[src/rtl/ysyx_25040111_pkg.sv]
// Shared encodings for the LSU: request size codes, FSM states, fault causes
// and the AXI constants the LSU drives.
package ysyx_25040111_pkg;

    // in_rmask / in_wmask size codes; 2'b10 and 2'b11 both mean word
    localparam logic [1:0] SIZE_BYTE = 2'b00;
    localparam logic [1:0] SIZE_HALF = 2'b01;
    localparam logic [1:0] SIZE_WORD = 2'b10;

    // errtp fault causes
    localparam logic [3:0] ERRTP_NONE           = 4'd0;
    localparam logic [3:0] ERRTP_LOAD_MISALIGN  = 4'd4;
    localparam logic [3:0] ERRTP_LOAD_FAULT     = 4'd5;
    localparam logic [3:0] ERRTP_STORE_MISALIGN = 4'd6;
    localparam logic [3:0] ERRTP_STORE_FAULT    = 4'd7;

    // AXI constants
    localparam logic [1:0] AXI_BURST_INCR  = 2'b01;
    localparam logic [1:0] AXI_RESP_SLVERR = 2'b10;
    localparam logic [3:0] AXI_ID_LSU      = 4'd0;

    typedef enum logic [2:0] {
        ST_IDLE    = 3'd0,
        ST_RD_ADDR = 3'd1,
        ST_RD_DATA = 3'd2,
        ST_WR_REQ  = 3'd3,
        ST_WR_RESP = 3'd4
    } lsu_state_e;

    // AXI beat size: bursts (cache fills) and words are always full width
    function automatic logic [2:0] axi_size(input logic [1:0] size, input logic burst);
        if (burst || size[1])
            return 3'd2;
        else if (size == SIZE_HALF)
            return 3'd1;
        else
            return 3'd0;
    endfunction

    // Half at an odd byte, or word off a word boundary; bursts are never checked
    function automatic logic misaligned(input logic [1:0] size, input logic burst,
                                        input logic [1:0] addr_lo);
        if (burst)
            return 1'b0;
        else if (size[1])
            return addr_lo != 2'b00;
        else if (size == SIZE_HALF)
            return addr_lo[0];
        else
            return 1'b0;
    endfunction

endpackage

[src/rtl/ysyx_25040111_lsu_if.sv]
// AXI4 bus between the LSU (master) and the SoC crossbar (slave).
interface ysyx_25040111_lsu_if;

    logic        m_arvalid;
    logic        m_arready;
    logic [31:0] m_araddr;
    logic [3:0]  m_arid;
    logic [7:0]  m_arlen;
    logic [2:0]  m_arsize;
    logic [1:0]  m_arburst;

    logic        m_rvalid;
    logic        m_rready;
    logic [31:0] m_rdata;
    logic [1:0]  m_rresp;
    logic        m_rlast;
    logic [3:0]  m_rid;

    logic        m_awvalid;
    logic        m_awready;
    logic [31:0] m_awaddr;
    logic [3:0]  m_awid;
    logic [7:0]  m_awlen;
    logic [2:0]  m_awsize;
    logic [1:0]  m_awburst;

    logic        m_wvalid;
    logic        m_wready;
    logic [31:0] m_wdata;
    logic [3:0]  m_wstrb;
    logic        m_wlast;

    logic        m_bvalid;
    logic        m_bready;
    logic [1:0]  m_bresp;
    logic [3:0]  m_bid;

    modport master (
        output m_arvalid, m_araddr, m_arid, m_arlen, m_arsize, m_arburst,
        input  m_arready,
        input  m_rvalid, m_rdata, m_rresp, m_rlast, m_rid,
        output m_rready,
        output m_awvalid, m_awaddr, m_awid, m_awlen, m_awsize, m_awburst,
        input  m_awready,
        output m_wvalid, m_wdata, m_wstrb, m_wlast,
        input  m_wready,
        input  m_bvalid, m_bresp, m_bid,
        output m_bready
    );

    modport slave (
        input  m_arvalid, m_araddr, m_arid, m_arlen, m_arsize, m_arburst,
        output m_arready,
        output m_rvalid, m_rdata, m_rresp, m_rlast, m_rid,
        input  m_rready,
        input  m_awvalid, m_awaddr, m_awid, m_awlen, m_awsize, m_awburst,
        output m_awready,
        input  m_wvalid, m_wdata, m_wstrb, m_wlast,
        output m_wready,
        output m_bvalid, m_bresp, m_bid,
        input  m_bready
    );

endinterface

[src/rtl/ysyx_25040111_lsu_align.sv]
// Byte-lane handling: read-side shift/mask/extend and write-side shift/strobe.
// Purely combinational.
module ysyx_25040111_lsu_align
    import ysyx_25040111_pkg::*;
(
    input  logic [31:0] rdata_raw,
    input  logic [1:0]  raddr_lo,
    input  logic [1:0]  rsize,
    input  logic        rsign,
    input  logic        rburst,
    output logic [31:0] rdata,

    input  logic [31:0] wdata_raw,
    input  logic [1:0]  waddr_lo,
    input  logic [1:0]  wsize,
    output logic [31:0] wdata,
    output logic [3:0]  wstrb
);

    logic [31:0] rshift;
    logic [4:0]  rsh_amt;
    logic [4:0]  wsh_amt;

    assign rsh_amt = {raddr_lo, 3'b000};
    assign wsh_amt = {waddr_lo, 3'b000};

    // Sub-word loads: bring the addressed lane down, then sign or zero extend.
    // Words and burst beats pass through untouched.
    always_comb begin
        rshift = rdata_raw >> rsh_amt;
        rdata  = rdata_raw;
        if (!rburst && !rsize[1]) begin
            if (rsize == SIZE_HALF)
                rdata = {{16{rsign & rshift[15]}}, rshift[15:0]};
            else
                rdata = {{24{rsign & rshift[7]}}, rshift[7:0]};
        end
    end

    // Stores: move the data up to its lane; lanes shifted past byte 3 are dropped.
    always_comb begin
        wdata = wdata_raw << wsh_amt;
        if (wsize[1])
            wstrb = 4'b1111;
        else if (wsize == SIZE_HALF)
            wstrb = 4'b0011 << waddr_lo;
        else
            wstrb = 4'b0001 << waddr_lo;
    end

endmodule

[src/rtl/ysyx_25040111_lsu.sv]
// Load/store unit: converts single-outstanding arbiter read/write requests into
// AXI4 master transactions, and passes instruction-cache INCR burst fills.
// Optional build macro YSYX_25040111_MISALIGN_CHK_EN: misaligned non-burst
// accesses are trapped locally (errtp 4/6) instead of being issued to AXI.
//
// state      | meaning
// -----------+-----------------------------------------------------------
// ST_IDLE    | waiting for a request; read wins when both are pending
// ST_RD_ADDR | m_arvalid held until m_arready
// ST_RD_DATA | m_rready high; each beat forwarded to in_rready until rlast
// ST_WR_REQ  | AW and W raised together, each dropped after its handshake
// ST_WR_RESP | m_bready high; B response completes the store
module ysyx_25040111_lsu
    import ysyx_25040111_pkg::*;
(
    input  logic        clock,
    input  logic        reset,

    input  logic        in_rvalid,
    output logic        in_rready,
    output logic [31:0] in_rdata,
    input  logic [31:0] in_raddr,
    input  logic [7:0]  in_rlen,
    input  logic        in_burst,
    input  logic        in_rsign,
    input  logic [1:0]  in_rmask,

    input  logic        in_wvalid,
    output logic        in_wready,
    input  logic [31:0] in_wdata,
    input  logic [31:0] in_waddr,
    input  logic [1:0]  in_wmask,

    output logic        err,
    output logic [3:0]  errtp,

    ysyx_25040111_lsu_if.master axi
);

    lsu_state_e  state_q, state_d;

    logic        arvalid_q, rready_q, awvalid_q, wvalid_q, bready_q, wlast_q;
    logic [31:0] araddr_q, awaddr_q, wdata_q;
    logic [7:0]  arlen_q;
    logic [2:0]  arsize_q, awsize_q;
    logic [1:0]  arburst_q, awburst_q;
    logic [3:0]  wstrb_q;

    logic [1:0]  rsize_q;
    logic        rsign_q, rburst_q;
    logic [7:0]  beats_left_q;

    logic        rd_go, wr_go, rd_mis, wr_mis, rd_issue, wr_issue;
    logic        mis_rd_q, mis_wr_q, pulse_block;
    logic        ar_hs, aw_hs, w_hs, r_beat, b_beat, aw_done, w_done;
    logic        rd_fault;
    logic [31:0] rdata_aligned, wdata_shifted;
    logic [3:0]  wstrb_gen;
    logic        unused_bits;

    assign ar_hs   = axi.m_arvalid & axi.m_arready;
    assign aw_hs   = axi.m_awvalid & axi.m_awready;
    assign w_hs    = axi.m_wvalid & axi.m_wready;
    assign r_beat  = axi.m_rvalid & axi.m_rready;
    assign b_beat  = axi.m_bvalid & axi.m_bready;
    assign aw_done = !axi.m_awvalid | axi.m_awready;
    assign w_done  = !axi.m_wvalid | axi.m_wready;

    // A trapped misaligned access answers next cycle while its request is
    // still held, so acceptance is blocked for that one cycle.
    assign pulse_block = mis_rd_q | mis_wr_q;
    assign rd_go       = (state_q == ST_IDLE) & in_rvalid & !pulse_block;
    assign wr_go       = (state_q == ST_IDLE) & !in_rvalid & in_wvalid & !pulse_block;
    assign rd_issue    = rd_go & !rd_mis;
    assign wr_issue    = wr_go & !wr_mis;

`ifdef YSYX_25040111_MISALIGN_CHK_EN
    assign rd_mis = misaligned(in_rmask, in_burst, in_raddr[1:0]);
    assign wr_mis = misaligned(in_wmask, 1'b0, in_waddr[1:0]);

    // One-cycle local fault response for a trapped misaligned access
    always_ff @(posedge clock) begin
        if (reset) begin
            mis_rd_q <= 1'b0;
            mis_wr_q <= 1'b0;
        end else begin
            mis_rd_q <= rd_go & rd_mis;
            mis_wr_q <= wr_go & wr_mis;
        end
    end
`else
    assign rd_mis   = 1'b0;
    assign wr_mis   = 1'b0;
    assign mis_rd_q = 1'b0;
    assign mis_wr_q = 1'b0;
`endif

    // State register
    always_ff @(posedge clock) begin
        if (reset)
            state_q <= ST_IDLE;
        else
            state_q <= state_d;
    end

    // Next-state decode
    always_comb begin
        state_d = state_q;
        case (state_q)
            ST_IDLE: begin
                if (rd_issue)
                    state_d = ST_RD_ADDR;
                else if (wr_issue)
                    state_d = ST_WR_REQ;
            end
            ST_RD_ADDR: if (ar_hs) state_d = ST_RD_DATA;
            ST_RD_DATA: if (r_beat && axi.m_rlast) state_d = ST_IDLE;
            ST_WR_REQ:  if (aw_done && w_done) state_d = ST_WR_RESP;
            ST_WR_RESP: if (b_beat) state_d = ST_IDLE;
            default:    state_d = ST_IDLE;
        endcase
    end

    // Registered AXI outputs, request latches and the read beat down-counter
    always_ff @(posedge clock) begin
        if (reset) begin
            arvalid_q    <= 1'b0;
            araddr_q     <= '0;
            arlen_q      <= '0;
            arsize_q     <= '0;
            arburst_q    <= '0;
            rready_q     <= 1'b0;
            awvalid_q    <= 1'b0;
            awaddr_q     <= '0;
            awsize_q     <= '0;
            awburst_q    <= '0;
            wvalid_q     <= 1'b0;
            wdata_q      <= '0;
            wstrb_q      <= '0;
            wlast_q      <= 1'b0;
            bready_q     <= 1'b0;
            rsize_q      <= '0;
            rsign_q      <= 1'b0;
            rburst_q     <= 1'b0;
            beats_left_q <= '0;
        end else begin
            if (rd_issue) begin
                arvalid_q    <= 1'b1;
                araddr_q     <= in_raddr;
                arlen_q      <= in_burst ? in_rlen : 8'd0;
                arsize_q     <= axi_size(in_rmask, in_burst);
                arburst_q    <= AXI_BURST_INCR;
                rsize_q      <= in_rmask;
                rsign_q      <= in_rsign;
                rburst_q     <= in_burst;
                beats_left_q <= in_burst ? in_rlen : 8'd0;
            end else if (ar_hs) begin
                arvalid_q <= 1'b0;
                rready_q  <= 1'b1;
            end

            if (r_beat) begin
                if (axi.m_rlast)
                    rready_q <= 1'b0;
                if (beats_left_q != 8'd0)
                    beats_left_q <= beats_left_q - 8'd1;
            end

            if (wr_issue) begin
                awvalid_q <= 1'b1;
                awaddr_q  <= in_waddr;
                awsize_q  <= axi_size(in_wmask, 1'b0);
                awburst_q <= AXI_BURST_INCR;
                wvalid_q  <= 1'b1;
                wdata_q   <= wdata_shifted;
                wstrb_q   <= wstrb_gen;
                wlast_q   <= 1'b1;
            end else begin
                if (aw_hs) awvalid_q <= 1'b0;
                if (w_hs)  wvalid_q  <= 1'b0;
            end

            if (state_q == ST_WR_REQ && aw_done && w_done)
                bready_q <= 1'b1;
            else if (b_beat)
                bready_q <= 1'b0;
        end
    end

    ysyx_25040111_lsu_align u_align (
        .rdata_raw (axi.m_rdata),
        .raddr_lo  (araddr_q[1:0]),
        .rsize     (rsize_q),
        .rsign     (rsign_q),
        .rburst    (rburst_q),
        .rdata     (rdata_aligned),
        .wdata_raw (in_wdata),
        .waddr_lo  (in_waddr[1:0]),
        .wsize     (in_wmask),
        .wdata     (wdata_shifted),
        .wstrb     (wstrb_gen)
    );

    // Early/late rlast is judged against the down-counter reaching zero
    assign rd_fault = axi.m_rresp[1] | (axi.m_rlast != (beats_left_q == 8'd0));

    assign in_rready = r_beat | mis_rd_q;
    assign in_wready = b_beat | mis_wr_q;
    assign in_rdata  = r_beat ? rdata_aligned : 32'd0;

    // Fault reporting, aligned with the in_rready/in_wready pulse
    always_comb begin
        err   = 1'b0;
        errtp = ERRTP_NONE;
        if (mis_rd_q) begin
            err   = 1'b1;
            errtp = ERRTP_LOAD_MISALIGN;
        end else if (mis_wr_q) begin
            err   = 1'b1;
            errtp = ERRTP_STORE_MISALIGN;
        end else if (r_beat && rd_fault) begin
            err   = 1'b1;
            errtp = ERRTP_LOAD_FAULT;
        end else if (b_beat && axi.m_bresp[1]) begin
            err   = 1'b1;
            errtp = ERRTP_STORE_FAULT;
        end
    end

    assign axi.m_arvalid = arvalid_q;
    assign axi.m_araddr  = araddr_q;
    assign axi.m_arid    = AXI_ID_LSU;
    assign axi.m_arlen   = arlen_q;
    assign axi.m_arsize  = arsize_q;
    assign axi.m_arburst = arburst_q;
    assign axi.m_rready  = rready_q;
    assign axi.m_awvalid = awvalid_q;
    assign axi.m_awaddr  = awaddr_q;
    assign axi.m_awid    = AXI_ID_LSU;
    assign axi.m_awlen   = 8'd0;
    assign axi.m_awsize  = awsize_q;
    assign axi.m_awburst = awburst_q;
    assign axi.m_wvalid  = wvalid_q;
    assign axi.m_wdata   = wdata_q;
    assign axi.m_wstrb   = wstrb_q;
    assign axi.m_wlast   = wlast_q;
    assign axi.m_bready  = bready_q;

    // Only one ID is ever issued and only the error bit of resp matters
    assign unused_bits = ^{axi.m_rid, axi.m_bid, axi.m_rresp[0], axi.m_bresp[0]};

endmodule

[src/flat_wrapper.sv]
// flat-port wrapper written by rule: the top's interface ports become plain ports
module ysyx_25040111_lsu_flat import ysyx_25040111_pkg::*;
  (clock, reset, in_rvalid, in_rready, in_rdata, in_raddr, in_rlen, in_burst, in_rsign, in_rmask, in_wvalid, in_wready, in_wdata, in_waddr, in_wmask, err, errtp, axi_m_arvalid, axi_m_araddr, axi_m_arid, axi_m_arlen, axi_m_arsize, axi_m_arburst, axi_m_arready, axi_m_rvalid, axi_m_rdata, axi_m_rresp, axi_m_rlast, axi_m_rid, axi_m_rready, axi_m_awvalid, axi_m_awaddr, axi_m_awid, axi_m_awlen, axi_m_awsize, axi_m_awburst, axi_m_awready, axi_m_wvalid, axi_m_wdata, axi_m_wstrb, axi_m_wlast, axi_m_wready, axi_m_bvalid, axi_m_bresp, axi_m_bid, axi_m_bready);
  ysyx_25040111_lsu_if axi_i ();
  input  logic clock;
  input  logic reset;
  input  logic in_rvalid;
  output logic in_rready;
  output logic [31:0] in_rdata;
  input  logic [31:0] in_raddr;
  input  logic [7:0] in_rlen;
  input  logic in_burst;
  input  logic in_rsign;
  input  logic [1:0] in_rmask;
  input  logic in_wvalid;
  output logic in_wready;
  input  logic [31:0] in_wdata;
  input  logic [31:0] in_waddr;
  input  logic [1:0] in_wmask;
  output logic err;
  output logic [3:0] errtp;
  output wire logic [$bits(axi_i.m_arvalid)-1:0] axi_m_arvalid;
  output wire logic [$bits(axi_i.m_araddr)-1:0] axi_m_araddr;
  output wire logic [$bits(axi_i.m_arid)-1:0] axi_m_arid;
  output wire logic [$bits(axi_i.m_arlen)-1:0] axi_m_arlen;
  output wire logic [$bits(axi_i.m_arsize)-1:0] axi_m_arsize;
  output wire logic [$bits(axi_i.m_arburst)-1:0] axi_m_arburst;
  input wire logic [$bits(axi_i.m_arready)-1:0] axi_m_arready;
  input wire logic [$bits(axi_i.m_rvalid)-1:0] axi_m_rvalid;
  input wire logic [$bits(axi_i.m_rdata)-1:0] axi_m_rdata;
  input wire logic [$bits(axi_i.m_rresp)-1:0] axi_m_rresp;
  input wire logic [$bits(axi_i.m_rlast)-1:0] axi_m_rlast;
  input wire logic [$bits(axi_i.m_rid)-1:0] axi_m_rid;
  output wire logic [$bits(axi_i.m_rready)-1:0] axi_m_rready;
  output wire logic [$bits(axi_i.m_awvalid)-1:0] axi_m_awvalid;
  output wire logic [$bits(axi_i.m_awaddr)-1:0] axi_m_awaddr;
  output wire logic [$bits(axi_i.m_awid)-1:0] axi_m_awid;
  output wire logic [$bits(axi_i.m_awlen)-1:0] axi_m_awlen;
  output wire logic [$bits(axi_i.m_awsize)-1:0] axi_m_awsize;
  output wire logic [$bits(axi_i.m_awburst)-1:0] axi_m_awburst;
  input wire logic [$bits(axi_i.m_awready)-1:0] axi_m_awready;
  output wire logic [$bits(axi_i.m_wvalid)-1:0] axi_m_wvalid;
  output wire logic [$bits(axi_i.m_wdata)-1:0] axi_m_wdata;
  output wire logic [$bits(axi_i.m_wstrb)-1:0] axi_m_wstrb;
  output wire logic [$bits(axi_i.m_wlast)-1:0] axi_m_wlast;
  input wire logic [$bits(axi_i.m_wready)-1:0] axi_m_wready;
  input wire logic [$bits(axi_i.m_bvalid)-1:0] axi_m_bvalid;
  input wire logic [$bits(axi_i.m_bresp)-1:0] axi_m_bresp;
  input wire logic [$bits(axi_i.m_bid)-1:0] axi_m_bid;
  output wire logic [$bits(axi_i.m_bready)-1:0] axi_m_bready;
  assign axi_m_arvalid = axi_i.m_arvalid;
  assign axi_m_araddr = axi_i.m_araddr;
  assign axi_m_arid = axi_i.m_arid;
  assign axi_m_arlen = axi_i.m_arlen;
  assign axi_m_arsize = axi_i.m_arsize;
  assign axi_m_arburst = axi_i.m_arburst;
  assign axi_i.m_arready = axi_m_arready;
  assign axi_i.m_rvalid = axi_m_rvalid;
  assign axi_i.m_rdata = axi_m_rdata;
  assign axi_i.m_rresp = axi_m_rresp;
  assign axi_i.m_rlast = axi_m_rlast;
  assign axi_i.m_rid = axi_m_rid;
  assign axi_m_rready = axi_i.m_rready;
  assign axi_m_awvalid = axi_i.m_awvalid;
  assign axi_m_awaddr = axi_i.m_awaddr;
  assign axi_m_awid = axi_i.m_awid;
  assign axi_m_awlen = axi_i.m_awlen;
  assign axi_m_awsize = axi_i.m_awsize;
  assign axi_m_awburst = axi_i.m_awburst;
  assign axi_i.m_awready = axi_m_awready;
  assign axi_m_wvalid = axi_i.m_wvalid;
  assign axi_m_wdata = axi_i.m_wdata;
  assign axi_m_wstrb = axi_i.m_wstrb;
  assign axi_m_wlast = axi_i.m_wlast;
  assign axi_i.m_wready = axi_m_wready;
  assign axi_i.m_bvalid = axi_m_bvalid;
  assign axi_i.m_bresp = axi_m_bresp;
  assign axi_i.m_bid = axi_m_bid;
  assign axi_m_bready = axi_i.m_bready;
  ysyx_25040111_lsu u_core (.clock(clock), .reset(reset), .in_rvalid(in_rvalid), .in_rready(in_rready), .in_rdata(in_rdata), .in_raddr(in_raddr), .in_rlen(in_rlen), .in_burst(in_burst), .in_rsign(in_rsign), .in_rmask(in_rmask), .in_wvalid(in_wvalid), .in_wready(in_wready), .in_wdata(in_wdata), .in_waddr(in_waddr), .in_wmask(in_wmask), .err(err), .errtp(errtp), .axi(axi_i));
endmodule
[config.mk]
export PLATFORM = sky130hd
export DESIGN_NAME = ysyx_25040111_lsu_flat
export DESIGN_NICKNAME = d
export VERILOG_FILES = /design/src/rtl/ysyx_25040111_pkg.sv /design/src/rtl/ysyx_25040111_lsu_if.sv /design/src/rtl/ysyx_25040111_lsu_align.sv /design/src/rtl/ysyx_25040111_lsu.sv /design/src/flat_wrapper.sv
export SDC_FILE = /design/constraint.sdc
export NUM_CORES = 1
export LEC_CHECK = 0
export CAP_MARGIN = 20
export CORE_AREA = 2 2 132 134
export CTS_CLUSTER_SIZE = 28
export DETAILED_ROUTE_END_ITERATION = 7
export DIE_AREA = 0 0 134 136
export GPL_ROUTABILITY_DRIVEN = 0
export HOLD_SLACK_MARGIN = 0.02
export PLACE_DENSITY = 0.91
export RECOVER_POWER = 25
export SLEW_MARGIN = 0
export SYNTH_ARGS = -nofsm -noshare
export SYNTH_HDL_FRONTEND = slang
export SYNTH_HIERARCHICAL = 1
export SYNTH_SLANG_ARGS = --single-unit
[constraint.sdc]
create_clock -name clock -period 5.2 [get_ports clock]
set_input_delay 1.3 -clock clock [delete_from_list [all_inputs] [get_ports clock]]
set_output_delay 1.3 -clock clock [all_outputs]
set_load 0.01 [all_outputs]
==> results.toml <==
[detailed_routing]
drc = 0
routed_wl_mm = 24.0
post_drt_via_cell_ratio = 5.29
initialDrtViolationCount = 489
via_count = 7483
firstDrtPassIters = 5
routedWlPerCell_um = 16.9
ant_nets = 0

[place]
port_buffers = 311
hpwlAfterDp_mm = 16.7
post_dp_cell_area_um2 = 9850

[critical_path]
cp-end-kind = "output pin"
cp_max_fo = 16
cp_data_required_time_ns = 3.90
critPathArrivalTime_ns = 3.40
crit_path_start_kind = "primary input"
worstSetupPathType = "primary input to output pin"
r2r_setup_slack_ns = 1.69

[layout]
layout_common_cells = "267 x clkdlybuf4s50_1, 258 x nand2_1, 134 x dfxtp_1, 122 x a21oi_1, 45 x nor2_1"
final_common_cell = "clkdlybuf4s50_1"
finalInstanceArea_um2 = 10500
drive_gt1_share_pct = 6.90
area_growth_pct = 52.8
fillCellCount = 1403
final_nets = 1341

[clock_network]
post_cts_buffers = 0
cts_tree = "done"
cts.root.buffer_cell = "clkbuf_16"
cts.sinks = 134
clock_latency_ns = 0.42
cts_resized = 0
cts_hold_buf = 0
clk_pin_slew_worst_paths_ns = 0.06
clock_path_buffers = 2
ctsHtreeMaxLevel = 4
cts_buffers = 17

[floorplan]
die_h_um = 136
num_rows = 48
chipWidth_um = 134
start_util_pct = 40.6
die_area_um2 = 18200
core_um2 = 16900
boundaryPins = 343

[logic_synthesis]
synth_area_um2 = 6860
ys_types = 56
yosysSeqAreaShare_pct = 39.1
synthFlopType = "dfxtp_1"
async_reset_ff_share_pct = 0
syn_area_per_cell_um2 = 7.55
yosys_warnings = 6
synthCells = 908
synth-edff-count = 0
ys_ff_latch = 134

[timing]
tns_ns = 0
finalCritPeriodShare_pct = 90.3
setup_viol = 0
drv_slew = 94
maxSlewHeadroom_pct = -60.2
rsz0062_at_grt = "no"
finalClockSkew_ns = 0.0127
fmax_ghz = 0.213
hold_viol_final = 0
period_minus_slack_ns = 4.70
tightestPinTransition_ns = 2.40

[power]
pwr-share-seq_pct = 33.3
combPwrFrac_pct = 32.5
p_clk_share_pct = 34.2
power.density_nw_per_um2 = 366
vdd_ir_drop_max_v = 0.000244
internal-power_uw = 2560
p_sw_uw = 1270
sw_frac_of_total_pct = 33.2
p_leak_uw = 0.00408

[run_status]
violations = "capacitance limit, slew limit"
outcome = "complete, but fails checks"

[grt]
grt_overflow_total = 0
antenna_found_initial = 1
grt_pass1_wl_mm = 36.1
grtUsageTotal_pct = 25.0
grt_pass1_vias = 7060
grt_max_degree = 77

[flow_run]
maxCapViolCount = 2

[hold_path]
hold_path_class = "flip-flop to flip-flop"
## Yosys cell counts, types with 3 or more instances
| cell type | number | area share (%) |
|---|---|---|
| nand2_1 | 259 | 14 |
| dfxtp_1 | 134 | 39 |
| a21oi_1 | 122 | 8.9 |
| clkbuf_1 | 45 | 2.5 |
| nor2_1 | 45 | 2.5 |
| and3_1 | 32 | 2.9 |
| buf_4 | 29 | 3.2 |
| mux2i_1 | 26 | 3.8 |
| nand3_1 | 23 | 1.7 |
| nor2b_1 | 17 | 1.6 |
| a211oi_1 | 13 | 1.4 |
| a22oi_1 | 13 | 1.4 |
| and2_1 | 13 | 1.2 |
| o21ai_0 | 13 | 0.95 |
| buf_6 | 11 | 1.8 |
| a21oi_2 | 10 | 1.3 |
| nand2_2 | 10 | 0.91 |
| buf_2 | 8 | 0.58 |
| nand2b_1 | 8 | 0.73 |
| nor3_1 | 7 | 0.51 |
| o221a_2 | 7 | 1.1 |
| o2bb2ai_1 | 7 | 0.89 |
| a221oi_1 | 5 | 0.64 |
| a31oi_1 | 4 | 0.36 |
| inv_1 | 4 | 0.22 |
| o211ai_1 | 4 | 0.44 |
| nand3b_1 | 3 | 0.33 |
## cells by family after synthesis
family	after synthesis	share of synthesized area, %
AO/OA/AOI/OAI	212	19.6
XOR/XNOR	2	0.255
adder cells (fa/ha/maj)	2	0.365
buffers and inverters	100	8.57
flip-flops	134	39.1
multiplexers	27	3.96
other	1	0.0547
AND/OR/NAND/NOR	430	28.1
## layout make-up
type / count / area (um^2) / area share, %
tap: 225 / 282 / 2.69
inverter: 4 / 15.0 / 0.143
multi-input combinational: 694 / 3650 / 34.8
antenna: 1 / 2.50 / 0.0239
clock inverter: 13 / 194 / 1.85
sequential: 134 / 2680 / 25.6
clock buffer: 19 / 453 / 4.32
timing repair buffer: 324 / 3200 / 30.5
## critical path: stages
cell and delay [ns]:
clkdlybuf4s50_1 0.43, nor3b_1 0.17, o311ai_4 0.65, nand3_1 0.15, and3_1 0.21, clkdlybuf4s50_1 0.47
## layer usage
layer  GRT usage (%)  vias to the layer above  routed length (um)
li1                -                     3581                   -
met4            10.3                        0                 840
met2            43.8                      403               11800
met5               0                        -                   0
met3            9.13                       64                2710
met1            27.4                     3435                8610
## sequential cells by signal, indices dropped and copies added, names as in the netlist, 2 cells and up
name	cells
u_core/axi.m_araddr	32
u_core/axi.m_awaddr	32
u_core/axi.m_wdata	32
u_core/axi.m_arlen	8
u_core/beats_left_q	8
u_core/axi.m_wstrb	4
u_core/state_q	3
u_core/axi.m_arsize	2
u_core/axi.m_awsize	2
u_core/rsize_q	2
## power groups by stage
stage               sequential [uW]  clock [uW]  combinational, uW
floorplan                      1320           0                727
global placement               1290           0               1220
detailed placement             1300           0               1240
CTS                            1280        1340               1250
global route                   1300        1380               1350
finish                         1280        1310               1250
## stage by stage
step                utilization, %  instances  total power [uW]  setup WS, ns  hold WS [ns]
floorplan                        -        928              2050          1.58         0.453
global placement              58.4       1380              2510         0.573         0.440
detailed placement            58.4       1380              2540         0.511         0.445
CTS                           62.2       1412              3870         0.514         0.454
global route                  62.1       1414              4030         0.390         0.462
finish                        62.1       1414              3840         0.502         0.450
## worst paths after layout
kind                                  end                     from  cells past startpoint
setup reg to reg   u_core/beats_left_q[6]        u_core/state_q[1]                      6
setup / recovery             in_rdata[21]          axi_m_rdata[15]                      6
hold / removal    u_core/axi.m_araddr[20]  u_core/axi.m_araddr[20]                      2
hold reg to reg   u_core/axi.m_araddr[20]  u_core/axi.m_araddr[20]                      2
(Power assumes the default switching activity.)
